## src/rtl/riscv_core_branch_redirect_ctrl_pkg.sv

```systemverilog
// Shared types and constants for the EX-stage branch redirect controller.
package riscv_core_pkg;

  typedef enum logic [1:0] {
    IDLE     = 2'd0,
    REDIRECT = 2'd1,
    TRAP     = 2'd2
  } br_ctrl_state_e;

  localparam logic [3:0] EXC_INSTR_ADDR_MISALIGNED = 4'd0;

endpackage

```

## src/rtl/riscv_core_branch_mispredict_chk.sv

```systemverilog
// Combinational compare of branch-unit verdict against the front-end prediction.
module riscv_core_branch_mispredict_chk #(
  parameter int XLEN = 64
) (
  input  logic            i_ex_istaken,
  input  logic [XLEN-1:0] i_ex_target,
  input  logic [XLEN-1:0] i_ex_fallthrough,
  input  logic            i_bp_taken,
  input  logic [XLEN-1:0] i_bp_target,
  output logic [XLEN-1:0] o_correct_pc,
  output logic            o_mispredict
);

  assign o_correct_pc = i_ex_istaken ? i_ex_target : i_ex_fallthrough;

  // Target only matters when the branch is actually taken.
  assign o_mispredict = (i_ex_istaken != i_bp_taken) ||
                        (i_ex_istaken && (i_ex_target != i_bp_target));

endmodule

```

## src/rtl/riscv_core_branch_redirect_ctrl.sv

```systemverilog
// Branch resolution sequencer: redirect fetch, flush IF/ID or raise a misaligned trap.
// Optional performance counters are built when RISCV_CORE_BRANCH_PERF_EN is defined.
module riscv_core_branch_redirect_ctrl
  import riscv_core_pkg::*;
#(
  parameter int XLEN  = 64,
  parameter int CNT_W = 32
) (
  input  logic            i_clk,
  input  logic            i_rst,
  input  logic            i_ex_valid,
  input  logic            i_ex_istaken,
  input  logic            i_ex_addr_mismatch,
  input  logic [XLEN-1:0] i_ex_target,
  input  logic [XLEN-1:0] i_ex_fallthrough,
  input  logic            i_bp_taken,
  input  logic [XLEN-1:0] i_bp_target,
  input  logic            i_pipe_kill,
  input  logic            i_redirect_ready,
  input  logic            i_trap_ready,
  output logic            o_redirect_valid,
  output logic [XLEN-1:0] o_redirect_pc,
  output logic            o_flush,
  output logic            o_ex_stall,
  output logic            o_trap_valid,
  output logic [3:0]      o_trap_cause,
  output logic [XLEN-1:0] o_trap_tval
`ifdef RISCV_CORE_BRANCH_PERF_EN
  ,
  output logic [CNT_W-1:0] o_perf_branches,
  output logic [CNT_W-1:0] o_perf_mispredicts
`endif
);

  br_ctrl_state_e  r_state, w_state_next;
  logic [XLEN-1:0] w_correct_pc;
  logic            w_mispredict;
  logic            w_resolve;

  logic            r_redirect_valid, w_redirect_valid_n;
  logic [XLEN-1:0] r_redirect_pc,    w_redirect_pc_n;
  logic            r_flush,          w_flush_n;
  logic            r_trap_valid,     w_trap_valid_n;
  logic [3:0]      r_trap_cause,     w_trap_cause_n;
  logic [XLEN-1:0] r_trap_tval,      w_trap_tval_n;

  riscv_core_branch_mispredict_chk #(.XLEN(XLEN)) u_chk (
    .i_ex_istaken     (i_ex_istaken),
    .i_ex_target      (i_ex_target),
    .i_ex_fallthrough (i_ex_fallthrough),
    .i_bp_taken       (i_bp_taken),
    .i_bp_target      (i_bp_target),
    .o_correct_pc     (w_correct_pc),
    .o_mispredict     (w_mispredict)
  );

  assign w_resolve = (r_state == IDLE) && i_ex_valid && !i_pipe_kill;

  // NOTE: sequential state uses non-blocking assignments so every flop samples pre-edge values.
  always_ff @(posedge i_clk or posedge i_rst) begin
    if (i_rst) r_state <= IDLE;
    else       r_state <= w_state_next;
  end

  // NOTE: default assignment first so no path leaves the signal unassigned (no latch).
  always_comb begin
    w_state_next = r_state;
    if (i_pipe_kill) begin
      w_state_next = IDLE;
    end else begin
      unique case (r_state)
        IDLE: begin
          if (w_resolve && i_ex_addr_mismatch) w_state_next = TRAP;
          else if (w_resolve && w_mispredict)  w_state_next = REDIRECT;
        end
        REDIRECT: if (i_redirect_ready) w_state_next = IDLE;
        TRAP:     if (i_trap_ready)     w_state_next = IDLE;
        default:  w_state_next = IDLE;
      endcase
    end
  end

  // Request payloads are captured on entry, held while waiting, and cleared on exit.
  always_comb begin
    w_redirect_valid_n = (w_state_next == REDIRECT);
    w_trap_valid_n     = (w_state_next == TRAP);
    w_flush_n          = (r_state == IDLE) && (w_state_next != IDLE);
    w_redirect_pc_n    = '0;
    w_trap_tval_n      = '0;
    w_trap_cause_n     = '0;
    if (w_state_next == REDIRECT)
      w_redirect_pc_n = (r_state == IDLE) ? w_correct_pc : r_redirect_pc;
    if (w_state_next == TRAP) begin
      w_trap_tval_n  = (r_state == IDLE) ? i_ex_target : r_trap_tval;
      w_trap_cause_n = EXC_INSTR_ADDR_MISALIGNED;
    end
  end

  always_ff @(posedge i_clk or posedge i_rst) begin
    if (i_rst) begin
      r_redirect_valid <= 1'b0;
      r_redirect_pc    <= '0;
      r_flush          <= 1'b0;
      r_trap_valid     <= 1'b0;
      r_trap_cause     <= '0;
      r_trap_tval      <= '0;
    end else begin
      r_redirect_valid <= w_redirect_valid_n;
      r_redirect_pc    <= w_redirect_pc_n;
      r_flush          <= w_flush_n;
      r_trap_valid     <= w_trap_valid_n;
      r_trap_cause     <= w_trap_cause_n;
      r_trap_tval      <= w_trap_tval_n;
    end
  end

  assign o_redirect_valid = r_redirect_valid;
  assign o_redirect_pc    = r_redirect_pc;
  assign o_flush          = r_flush;
  assign o_trap_valid     = r_trap_valid;
  assign o_trap_cause     = r_trap_cause;
  assign o_trap_tval      = r_trap_tval;
  assign o_ex_stall       = (r_state != IDLE);

`ifdef RISCV_CORE_BRANCH_PERF_EN
  logic [CNT_W-1:0] r_perf_branches;
  logic [CNT_W-1:0] r_perf_mispredicts;

  // Misaligned resolutions count as branches but never as mispredicts.
  always_ff @(posedge i_clk or posedge i_rst) begin
    if (i_rst) begin
      r_perf_branches    <= '0;
      r_perf_mispredicts <= '0;
    end else if (w_resolve) begin
      r_perf_branches <= r_perf_branches + 1'b1;
      if (!i_ex_addr_mismatch && w_mispredict)
        r_perf_mispredicts <= r_perf_mispredicts + 1'b1;
    end
  end

  assign o_perf_branches    = r_perf_branches;
  assign o_perf_mispredicts = r_perf_mispredicts;
`endif

endmodule

```

## config.mk

```make
export PLATFORM = sky130hd
export DESIGN_NAME = riscv_core_branch_redirect_ctrl
export DESIGN_NICKNAME = d
export VERILOG_FILES = /design/src/rtl/riscv_core_branch_redirect_ctrl_pkg.sv /design/src/rtl/riscv_core_branch_mispredict_chk.sv /design/src/rtl/riscv_core_branch_redirect_ctrl.sv
export SDC_FILE = /design/constraint.sdc
export NUM_CORES = 1
export LEC_CHECK = 0
export CAP_MARGIN = 25
export CORE_MARGIN = 2
export CORE_UTILIZATION = 30
export CTS_BUF_LIST = sky130_fd_sc_hd__clkbuf_2
export DETAILED_ROUTE_END_ITERATION = 12
export DONT_BUFFER_PORTS = 1
export PLACE_DENSITY = 0.55
export SYNTH_ARGS = -nofsm -noshare
export SYNTH_HDL_FRONTEND = slang
export SYNTH_SLANG_ARGS = --single-unit
```

## constraint.sdc

```tcl
create_clock -name i_clk -period 5.8 [get_ports i_clk]
set_input_delay 1.16 -clock i_clk [delete_from_list [all_inputs] [get_ports i_clk]]
set_output_delay 1.16 -clock i_clk [all_outputs]
set_load 0.02 [all_outputs]
```

## Word level (Yosys, flattened, before mapping)

Index checks and enable logic that the tools add are counted.
Widths: inputs -> output; s select.

- $add $sub $neg: 0
- $mul: 0
- Divide/modulo/power cells: 0
- $lt $le $gt $ge: 0
- Equality and inequality tests: 8
- Shift operators: 0
- Mux-type cells: 11
- Bitwise logic cells: 0
- Reductions and logical operators: 11

Operator list:

| kind | number |
|---|---|
| $mux 64 | 5 |
| $ne 64x64->1 | 1 |
| $mux 2 | 5 |
| $logic_and 1x1->1 | 6 |
| $pmux 2 s3 | 1 |
| $eq 2x1->1 const B | 2 |
| $eq 2x2->1 const B | 2 |
| $ne 2x1->1 const B | 2 |
| $reduce_bool 2->1 | 2 |
| $logic_not 2->1 | 1 |
| $logic_not 1->1 | 1 |
| $logic_or 1x1->1 | 1 |
| $ne 1x1->1 | 1 |

- Flip-flop bits (word level): 133
- Latch bits: 0
- RAM bits: 0
- Bits in read-only memories: 0
- Input bits: 201
- Output and inout bits: 136
- Word-level logic and storage cells: 36
- Memories: 0

## Longest topological paths before layout

- Depth in word-level cells: 10
- Depth in mapped cells: 8
- Mapped depth without buffers: 6

## By module

A second synthesis with hierarchy kept.

- Cells, all modules: 760
- Area, all modules: 6,967.9 um^2

Modules (own cells, without submodules):

| module | times used | cells each | area each (um^2) | seq. area each (um^2) |
|---|---|---|---|---|
| riscv_core_branch_redirect_ctrl | 1 | 579 | 5,415.2 | 3,328.2 |
| riscv_core_branch_mispredict_chk | 1 | 181 | 1,552.7 | 0.0 |

## Worst setup path before layout

No wires, ideal clock.

- Kind: input to register
- From: input port i_bp_target[57]
- To: register r_redirect_pc[0], in the netlist o_redirect_pc[0]
- Setup time: 0.142 ns
- Data arrival time: 2.780 ns
- Data required time: 5.658 ns
- Path slack: 2.878 ns
- Cell stages on the path: 8
- Path buffers: 2
- Cells stage by stage: nor2b_1 -> a2111o_1 -> nor4_1 -> nand4_1 -> a311oi_1 -> buf_4 -> buf_6 -> a211oi_1

- Word-level cells in the longest chain between the ends: 10
- Elaborated cells on any way between the ends: 11
- Those cells by class: eq/ne (3); mux (5); reduce/logical (3)

RTL lines:

| what | RTL line | text |
|---|---|---|
| start, declared | riscv_core_branch_redirect_ctrl.sv:17 | `input logic [XLEN-1:0] i_bp_target,` |
| $ne 64x64->1 * | riscv_core_branch_mispredict_chk.sv:18 | `(i_ex_istaken && (i_ex_target != i_bp_target));` |
| $logic_and 1x1->1 * | riscv_core_branch_mispredict_chk.sv:18 |  |
| $logic_or 1x1->1 * | riscv_core_branch_mispredict_chk.sv:17 | `assign o_mispredict = (i_ex_istaken != i_bp_taken) \|\|` |
| $logic_and 1x1->1 * | riscv_core_branch_redirect_ctrl.sv:74 | `else if (w_resolve && w_mispredict) w_state_next = REDIRECT;` |
| $mux 2 * | riscv_core_branch_redirect_ctrl.sv:74 |  |
| $mux 2 * | riscv_core_branch_redirect_ctrl.sv:73 | `if (w_resolve && i_ex_addr_mismatch) w_state_next = TRAP;` |
| $pmux 2 s3 * | riscv_core_branch_redirect_ctrl.sv:71 | `unique case (r_state)` |
| $mux 2 * | riscv_core_branch_redirect_ctrl.sv:68 | `if (i_pipe_kill) begin` |
| $eq 2x1->1 * | riscv_core_branch_redirect_ctrl.sv:91 | `if (w_state_next == REDIRECT)` |
| $ne 2x1->1 (no line) or $mux 64 (tied branches) | - |  |
| end signal, assigned | riscv_core_branch_redirect_ctrl.sv:109 | `r_redirect_pc <= w_redirect_pc_n;` |
| end, declared | riscv_core_branch_redirect_ctrl.sv:41 | `logic [XLEN-1:0] r_redirect_pc, w_redirect_pc_n;` |

Every way passes the cells marked *; elsewhere a longest branch is shown, timed or not.
A chain may end at the register's enable or synchronous reset.

## Worst setup path after layout

- From: register r_state[0]
- To: output port o_ex_stall

- Word-level cells in the longest chain between the ends: 1

RTL lines:

| what | RTL line | text |
|---|---|---|
| start, declared | riscv_core_branch_redirect_ctrl.sv:35 | `br_ctrl_state_e r_state, w_state_next;` |
| start signal, assigned | riscv_core_branch_redirect_ctrl.sv:62 | `else r_state <= w_state_next;` |
| $reduce_bool 2->1 | riscv_core_branch_redirect_ctrl.sv:123 | `assign o_ex_stall = (r_state != IDLE);` |
| end, declared | riscv_core_branch_redirect_ctrl.sv:24 | `output logic o_ex_stall,` |

No other way between the ends.

==> metrics <==
Synth Warn #=0; CP endpoint=o_ex_stall; DRC=0; post-synthesis adder-cell area fraction=0; Final GP Congestion=0.863; CP max-delay cell=dfrtp_1; min setup slack post-route=2.74 ns; DRT Pass-1 Iters=4; final net count=873; clock sink count=roughly 130; RSZ-0062 raised after global routing=no; reg2reg end=o_redirect_pc[59]$_DFFE_PP0P_; Placeable Area=21800 µm²; Synth cell types=31; global router's overall resource usage=0.208; pre-CTS setup slack=2.14 ns; power density over the cells=~280 nW/µm²; post-synthesis xor/xnor area fraction=0.0607; Req. time, crit path=approximately 4.6 ns; largest net degree at the start of global routing=91; Top delay family on crit path=buffers and inverters; # IOs=337; WP data arrival=1.90 ns; Routed wire per std cell=about 25 µm; Rel. slew slack=0.420; Hold Path Class=in2async; final period utilization=0.528; Synth Area in Compound Gates=0.141; mux share of post-synthesis cell area=0.0965; num rows=54; initial antenna violation count=2; largest family of logic cells by synthesized area=simple AND/OR/NAND/NOR gates; Die X=about 150 µm; Vias/cell=5.23; EDFF count, synth=0; crit start category=flop; Vias=5058; number of global-route vias before repair=5058; crit path max fanout=54; syn_area_per_cell=9.55 µm²; top cells by area, synth=dfrtp_1 (50%), mux2i_1 (9.7%), nand2_1 (7.4%); Max Cap Viol=0; Final HPWL DP=18200 µm; DRT Wirelength=24500 µm; clk_lat worst skew=0.69 ns; clock skew=0.0267 ns; simple-gate area share of the yosys netlist=0.154; share of the synthesized area in the top cell type=0.502; first-pass GRT wire length=35700 µm; Area Growth Syn to Fin=6.58%; CP Class=reg2out; final hold viol count=0; Port Buffers=0; number of CTS-inserted buffers=17; Crit path depth=3; # setup viols final=0; Routed met3 length=about 2200 µm; routed wl met2=11500 µm; antenna-violating nets left=0; Pleak=3.26 nW; Top Layer Used=met4; Peak supply drop=just under 90 µV; Post-CTS Setup Bufs=0; cts hold-fix bufs=0; setup tns final=0 ns; share of layout cells above drive strength 1=0.0686; FF-to-FF Start=r_state[0]$_DFF_PP0_; synthesized instance count=695; sequential area share after synthesis=0.502; f_max=327 MHz; Max Slew Vio Count=0; Starting Density=0.305; r2r setup slk=around 3.7 ns; Die Height=153 µm; Root Driver=clkbuf_2; ys async rst share=1.00; Mapped Area=6640 µm²; run status=completed; GRT Residual Overflow=0; crit path from=r_state[0]$_DFF_PP0_; Worst path max stage delay=0.46 ns; Resized Gates After CTS=0; DIE AREA=23300 µm²; number of H-tree levels=4; Reg2Reg Depth=7; met1 WL=9940 µm; min Tclk post-route=3.06 ns; Worst-Margin Slew=0.870 ns; worst-path cell chain=nor2_4, buf_4, inv_2; drt first-iter violations=roughly 330; CP bufs+invs=2; endpoint class of the critical path=primary output; TritonCTS clock tree=built; Clock Path Buffers=2; Top FF cell, synth=dfrtp_1; FF+latch count, synth=133; dominant cell type by area after synthesis=dfrtp_1; Clock transition at path regs=0.21 ns
layout by cell type, fill, tap and decap left out, types with 3 or more instances in the layout:
cell type,instances
a21oi_1,65
o2111ai_1,5
nand2_1,130
nor4_1,5
clkinv_4,3
a211oi_1,64
buf_4,8
conb_1,4
xnor2_1,46
nand2b_1,13
dfrtp_1,133
nand4_1,11
a2111o_1,3
clkinv_2,4
inv_1,10
inv_2,3
nor2_1,65
nor2b_1,10
clkbuf_2,19
mux2i_1,64
cells in the mapped netlist, types with 2 or more instances:
master and count:
a21oi_1 65, a211oi_1 64, nor4b_1 2, nand4_1 11, xnor2_1 46, nor2_1 66, nand2b_1 13, inv_2 2
nor4_1 5, dfrtp_1 133, nand2_1 130, o2111ai_1 5, nand3_1 2, mux2i_1 64, buf_6 4, buf_1 8
inv_1 12, clkbuf_1 34, buf_2 2, nor2b_1 10, a2111o_1 3, buf_4 5
flip-flops by register name, summed over array words and instances, names as in the netlist:
register,flops
o_trap_valid,1
o_trap_tval,64
o_flush,1
r_state,2
o_redirect_valid,1
o_redirect_pc,64
worst register-to-register path, stage by stage (launching register included):
cell and delay, ns:
dfrtp_1 0.46, nor2_4 0.13, buf_4 0.48, nand2_1 0.10
a21oi_1 0.24, a311oi_4 0.08, buf_4 0.30, a211oi_1 0.25
per-stage QoR:
stage | power (mW) | cells | hold slack (ns) | area [µm²] | util
global route | 2.10 | 967 | 0.432 | 7070 | 0.325
finish | 1.99 | 967 | 0.481 | 7070 | 0.325
detailed placement | 1.43 | 933 | 0.632 | 6840 | 0.314
CTS | 2.03 | 965 | 0.429 | 7070 | 0.325
floorplan | 1.35 | 698 | 0.567 | 6650 | -
global placement | 1.43 | 933 | 0.629 | 6840 | 0.314
cell families (layout without fill, tap and decap cells):
| group | after synthesis | after routing |
|---|---|---|
| simple gates | 241 | 241 |
| compound gates | 143 | 143 |
| flops | 133 | 133 |
| buf+inv | 67 | 54 |
| mux | 64 | 64 |
| xor+xnor | 46 | 46 |
| other cells | 1 | 6 |
how the worst min path moves through the flow:
stage	from	to	slack (ns)	depth (start not counted)
after CTS	i_rst	o_redirect_pc[60]$_DFFE_PP0P_	0.43	1
after floorplan	r_state[0]$_DFF_PP0_	r_state[1]$_DFF_PP0_	0.57	2
after global routing	i_rst	o_redirect_pc[31]$_DFFE_PP0P_	0.43	1
final	i_rst	o_redirect_pc[31]$_DFFE_PP0P_	0.48	1
after detailed placement	o_trap_tval[60]$_DFFE_PP0P_	o_trap_tval[60]$_DFFE_PP0P_	0.63	2
after global placement	o_trap_tval[0]$_DFFE_PP0P_	o_trap_tval[0]$_DFFE_PP0P_	0.63	2
power breakdown:
part           internal (mW)  total [mW]  switching (mW)
sequential             0.979        1.09           0.109
clock                  0.199       0.581           0.381
combinational          0.106       0.320           0.213
total                   1.29        1.99           0.704
metal layers:
| metal | vias up | global-route usage |
|---|---|---|
| met5 | - | 0 |
| met4 | 0 | 0.0754 |
| met3 | 23 | 0.0765 |
| met2 | 241 | 0.327 |
| met1 | 2440 | 0.263 |
| li1 | 2354 | - |
cell type report:
type | instances | area, µm²
fill | 2290 | 14700
sequential | 133 | 3330
multi-input combinational | 498 | 3040
tap | 280 | 350
clock inverter | 13 | 134
clock buffer | 19 | 95.1
timing repair buffer | 8 | 60.1
inverter | 14 | 57.6
antenna | 2 | 5.00
No activity file was read; power rests on OpenSTA's default activity.
